`src/rtl/fetch_stage.sv`:
```
// fetch_stage: credit-limited instruction fetch with in-order response
// buffering, decode stall handling and branch flush/redirect.
module fetch_stage #(
  parameter int DATA_WIDTH = 32,
  parameter int PC_WIDTH = 32,
  parameter logic [PC_WIDTH-1:0] RESET_PC = '0,
  parameter int FIFO_DEPTH = 4
) (
  input  logic                  clk,
  input  logic                  rst,
  input  logic                  stall,
  input  logic                  branch_taken,
  input  logic [PC_WIDTH-1:0]   branch_target,
  output logic                  imem_req_valid,
  input  logic                  imem_req_ready,
  output logic [PC_WIDTH-1:0]   imem_addr,
  input  logic                  imem_resp_valid,
  input  logic [DATA_WIDTH-1:0] imem_resp_data,
  output logic [PC_WIDTH-1:0]   pc_out,
  output logic [PC_WIDTH-1:0]   pc_plus4_out,
  output logic [DATA_WIDTH-1:0] ins_out,
  output logic                  ins_valid
);

  localparam int AW = (FIFO_DEPTH > 1) ? $clog2(FIFO_DEPTH) : 1;
  localparam int CW = AW + 1;
  localparam logic [DATA_WIDTH-1:0] NOP = DATA_WIDTH'(32'h0000_0013);
  localparam logic [PC_WIDTH-1:0] STEP = PC_WIDTH'(4);
  localparam logic [CW:0] LIMIT = (CW+1)'(FIFO_DEPTH);

  typedef struct packed {
    logic [PC_WIDTH-1:0]   pc;
    logic [DATA_WIDTH-1:0] ins;
  } ibuf_t;

  logic [PC_WIDTH-1:0] fpc;
  logic [PC_WIDTH-1:0] pcq [FIFO_DEPTH];
  logic [AW-1:0]       pcq_wp;
  logic [AW-1:0]       pcq_rp;
  ibuf_t               ibuf [FIFO_DEPTH];
  logic [AW-1:0]       ib_wp;
  logic [AW-1:0]       ib_rp;
  logic [CW-1:0]       ib_count;
  logic [CW-1:0]       outstanding;
  logic [CW-1:0]       discard;

  logic [CW:0] credit_used;
  logic        req_fire;
  logic        resp_drop;
  logic        resp_keep;
  logic        ib_pop;
  ibuf_t       ib_head;
  ibuf_t       ib_new;

  // Credits cover both in-flight requests and buffered words,
  // so a kept response always finds a free slot.
  always_comb begin
    credit_used    = {1'b0, outstanding} + {1'b0, ib_count};
    imem_req_valid = !branch_taken && (credit_used < LIMIT);
    imem_addr      = fpc;
    req_fire       = imem_req_valid && imem_req_ready;
    resp_drop      = imem_resp_valid &&
                     (branch_taken || (discard != '0));
    resp_keep      = imem_resp_valid && !resp_drop;
    ib_pop         = !branch_taken && !stall && (ib_count != '0);
    ib_head        = ibuf[ib_rp];
    ib_new.pc      = pcq[pcq_rp];
    ib_new.ins     = imem_resp_data;
  end

  always_ff @(posedge clk or posedge rst) begin
    if (rst) begin
      fpc         <= RESET_PC;
      pcq_wp      <= '0;
      pcq_rp      <= '0;
      outstanding <= '0;
      discard     <= '0;
    end else begin
      if (branch_taken) begin
        fpc <= branch_target;
      end else if (req_fire) begin
        fpc <= fpc + STEP;
      end
      if (req_fire) begin
        pcq_wp <= pcq_wp + 1'b1;
      end
      if (imem_resp_valid) begin
        pcq_rp <= pcq_rp + 1'b1;
      end
      outstanding <= outstanding + CW'(req_fire)
                     - CW'(imem_resp_valid);
      // Every request still in flight after a redirect is stale.
      if (branch_taken) begin
        discard <= outstanding - CW'(imem_resp_valid);
      end else if (imem_resp_valid && (discard != '0)) begin
        discard <= discard - 1'b1;
      end
    end
  end

  always_ff @(posedge clk) begin
    if (req_fire) begin
      pcq[pcq_wp] <= fpc;
    end
    if (resp_keep) begin
      ibuf[ib_wp] <= ib_new;
    end
  end

  always_ff @(posedge clk or posedge rst) begin
    if (rst) begin
      ib_wp    <= '0;
      ib_rp    <= '0;
      ib_count <= '0;
    end else if (branch_taken) begin
      ib_wp    <= '0;
      ib_rp    <= '0;
      ib_count <= '0;
    end else begin
      if (resp_keep) begin
        ib_wp <= ib_wp + 1'b1;
      end
      if (ib_pop) begin
        ib_rp <= ib_rp + 1'b1;
      end
      ib_count <= ib_count + CW'(resp_keep) - CW'(ib_pop);
    end
  end

  always_ff @(posedge clk or posedge rst) begin
    if (rst) begin
      pc_out       <= '0;
      pc_plus4_out <= '0;
      ins_out      <= NOP;
      ins_valid    <= 1'b0;
    end else if (branch_taken) begin
      ins_out   <= NOP;
      ins_valid <= 1'b0;
    end else if (ib_pop) begin
      pc_out       <= ib_head.pc;
      pc_plus4_out <= ib_head.pc + STEP;
      ins_out      <= ib_head.ins;
      ins_valid    <= 1'b1;
    end else if (!stall) begin
      ins_out   <= NOP;
      ins_valid <= 1'b0;
    end
  end

endmodule
```
`config.mk`:
```
export PLATFORM = sky130hd
export DESIGN_NAME = fetch_stage
export DESIGN_NICKNAME = d
export VERILOG_FILES = /design/src/rtl/fetch_stage.sv
export SDC_FILE = /design/constraint.sdc
export NUM_CORES = 1
export LEC_CHECK = 0
export BUFFER_PORTS_ARGS = -buffer_cell sky130_fd_sc_hd__buf_2
export CORE_MARGIN = 1.5
export CORE_UTILIZATION = 30
export CTS_BUF_LIST = sky130_fd_sc_hd__clkbuf_4
export CTS_CLUSTER_SIZE = 20
export DETAILED_ROUTE_END_ITERATION = 12
export PLACE_DENSITY_LB_ADDON = 0.12
export SETUP_SLACK_MARGIN = 0.3
export SLEW_MARGIN = 30
export SYNTH_ARGS = -nofsm -noshare
export SYNTH_HDL_FRONTEND = slang
export SYNTH_SLANG_ARGS = --single-unit
```
`constraint.sdc`:
```
create_clock -name clk -period 4.25 [get_ports clk]
set_clock_uncertainty 0.2 [all_clocks]
set_input_delay 0.425 -clock clk [delete_from_list [all_inputs] [get_ports clk]]
set_output_delay 0.425 -clock clk [all_outputs]
set_load 0.02 [all_outputs]
```
==> results.md <==
* Status: complete, no violations
* Post-Synthesis Cells at 1222
* Detail Route Antenna Nets at 0
* Share of cells above drive strength 1 at 31.6%
* Initial antenna violation count at 1
* DRT iter0 DRCs at just over 700
* First-pass GRT wire length at 80100 µm
* Final max-slew violation count at 0
* Sequential area share after synthesis at approximately 73%
* Prevailing post-synth register cell: edfxtp_1
* Post-CTS setup buffers at 0
* DR vias/cell at around 4.6
* Fmax at 291 MHz
* CP Data Arrival Time at 4.05 ns
* Cell area after synthesis at ~21000 µm²
* H-tree lvl count at 4
* Grt total ovfl at 0
* GP Congestion at 0.764
* IO Count at 200
* Endpoint class of the critical path: flop
* Final Hold Viols at 0
* Yosys warning total at 0
* Die H at roughly 270 µm
* Clk slew on worst S/H paths at 0.05 ns
* CTS tree: built
* FP Rows at 96
* Wirelength per Cell at between 15 and 20 µm
* P&R area growth vs syn at 28.5%
* Final WL at 51700 µm
* Syn nets at around 1300
* Reg2reg setup slack at 0.81 ns
* Clk_lat worst skew at 0.96 ns
* Hold endpoint: pcq_rp[1]$_DFFE_PP0P_
* CTS Root Cell: clkbuf_4
* Worst-margin pin slew at 0.901 ns
* Final HPWL DP at 31800 µm
* Port Buffer Count at 199
* DIE AREA at 71100 µm²
* RSZ-0062 raised after global routing: false
* Area of the multi-input gates at 5370 µm²
* Chip width at approximately 270 µm
* Worst R2R End: imem_addr[22]$_DFFE_PP0P_
* Via count at 12700
* Tightest Hold Check Type: in2reg
* Residual DRC count at 0
* CP required at between 4 and 5 ns
* Syn Area/Cell at 17.1 µm²
* Most frequent cells in the layout: edfxtp_1 (384), clkbuf_4 (211), buf_2 (199), dlygate4sd3_1 (186), nand2_1 (140)
* Core Footprint at 68700 µm²
* Clock buffer depth at 3
* Crit path launch type: flop
* Reg area at 15100 µm²
* Vias in the first global route at 13700
* R2R cell count at 8
* Largest net degree at the start of global routing at 100
* Fillers at approximately 6700
* Setup violators final at 0
* Final net count at 1819
* Detailed Routing Iterations Pass 1 at 5
* RR Startpoint: ib_count[2]$_DFF_PP0_
* Tmin final at about 3.4 ns
* Total leakage power at 10.2 nW
* Synth cell types at 64
* Initial Util at 30.4%
* Slew HR at between 30% and 40%
* Ys async rst share at 27.3%
* Setup TNS at 0 ns
* Pwr dens at 576 nW/µm²
* Hold Crit Start: imem_resp_valid
* VDD IR max at 0.199 mV
* Fin crit share at 80.9%
* GRT Util Overall at 15.0%
* Commonest non-fill, non-tap cell in the layout: edfxtp_1
* Final Power at 15.4 mW
* #FFs+latches synth at 528
* TritonCTS Buffers at 150
* Clock sink count at 528
* Maximum Capacitance Violations at 0
* Number of flops mapped to enable cells by yosys at 384
* CP max FO at 19
* Critical path class: reg2reg
* Hold Path Depth at 4
-- critical path, stage by stage, from the launching register on --
cell and delay (ns):
dfrtp_1 0.40, ha_1 0.29, nor4_1 0.32, and3_1 0.25, inv_2 0.17, nor4_2 0.81, xnor2_1 0.19, o21ai_0 0.09
dlygate4sd3_1 0.57
-- cell usage after synthesis (4+ instances only) --
master	n	area (µm²)
a21o_1	7	52.6
a21oi_1	10	50.1
a221o_1	4	40.0
a22o_1	30	263
a22oi_1	7	52.6
a31o_2	4	35.0
a31oi_1	4	25.0
and2_1	15	93.8
and3_1	6	37.5
and4_1	5	43.8
buf_1	13	48.8
buf_2	10	50.1
clkbuf_1	34	128
dfrtp_1	141	3530
edfxtp_1	384	11500
ha_1	20	250
inv_1	28	105
mux4_1	10	263
mux4_2	86	1940
nand2_1	140	526
nand2b_1	4	25.0
nand3_1	38	190
nand4_1	14	87.6
nor2_1	33	124
nor2b_1	4	25.0
nor3_1	15	75.1
nor4_1	11	68.8
o211ai_1	9	67.6
o21ai_0	41	205
or3_1	4	25.0
xnor2_1	26	228
xor2_1	10	87.6
-- per-stage QoR --
step	utilization, %	area, µm²	std cells	worst slack [ns]	hold slack [ns]
after floorplan	-	20900	1222	0.947	0.301
after global placement	33.5	23000	2320	0.995	0.142
after detailed placement	33.5	23000	2320	1.01	0.145
after CTS	39.0	26800	2773	0.761	0.00883
after global routing	39.0	26800	2774	0.499	0.0664
final	39.0	26800	2774	0.811	0.152
-- cell families (layout without fill, tap and decap cells) --
logic type | Yosys count | in the layout | synth area share, %
other cells | 0 | 1 | 0
simple gates | 308 | 308 | 7.29
buf+inv | 91 | 711 | 1.81
mux | 101 | 101 | 10.8
flops | 528 | 528 | 72.6
fa+ha+maj | 22 | 22 | 1.39
xor+xnor | 36 | 36 | 1.51
compound gates | 136 | 136 | 4.63
-- registers in the layout (all words and copies together), names as in the netlist --
| register | cells |
|---|---|
| ibuf | 256 |
| pcq | 128 |
| imem_addr | 32 |
| ins_out | 32 |
| pc_out | 32 |
| pc_plus4_out | 30 |
| discard | 3 |
| ib_count | 3 |
| outstanding | 3 |
| ib_rp | 2 |
| ib_wp | 2 |
| pcq_rp | 2 |
| pcq_wp | 2 |
| ins_valid | 1 |
-- metal layers --
layer  wire [µm]  global-route usage (%)
met5           0                       0
met4        1220                    6.08
met3        2610                    4.39
met2       24900                    24.1
met1       23000                    19.1
-- area by class of cell --
class	count	share of cell area, %
sequential	528	56.5
multi-input combinational	603	20.0
timing repair buffer	415	11.6
clock buffer	211	5.91
tap	931	4.35
clock inverter	56	1.22
inverter	29	0.420
antenna	1	0.00934
-- report_power, final --
part / switching, mW / internal, mW
logic: 2.19 / 1.57
clock network: 2.24 / 2.44
registers: 0.569 / 6.42
-- how the worst max path moves through the flow --
stage                                startpoint                      endpoint  slack (ns)  cells past startpoint
after global placement     ib_rp[0]$_DFFE_PP0P_  pc_plus4_out[30]$_DFFE_PP0P_        0.99                      7
after detailed placement   ib_rp[0]$_DFFE_PP0P_  pc_plus4_out[30]$_DFFE_PP0P_        1.01                      7
after global routing      ib_count[2]$_DFF_PP0_     imem_addr[22]$_DFFE_PP0P_        0.50                      8
after CTS                 ib_count[2]$_DFF_PP0_     imem_addr[22]$_DFFE_PP0P_        0.76                      8
final                     ib_count[2]$_DFF_PP0_     imem_addr[22]$_DFFE_PP0P_        0.81                      8
after floorplan           ib_count[2]$_DFF_PP0_           pcq[0][0]$_DFFE_PP_        0.95                      7
-- what timing repair did --
action,in CTS,in global routing
hold buffers,186,0
endpoints found under the hold margin,351,0
gates resized for setup,0,0
Note: power is estimated with default switching activity, not from simulation.
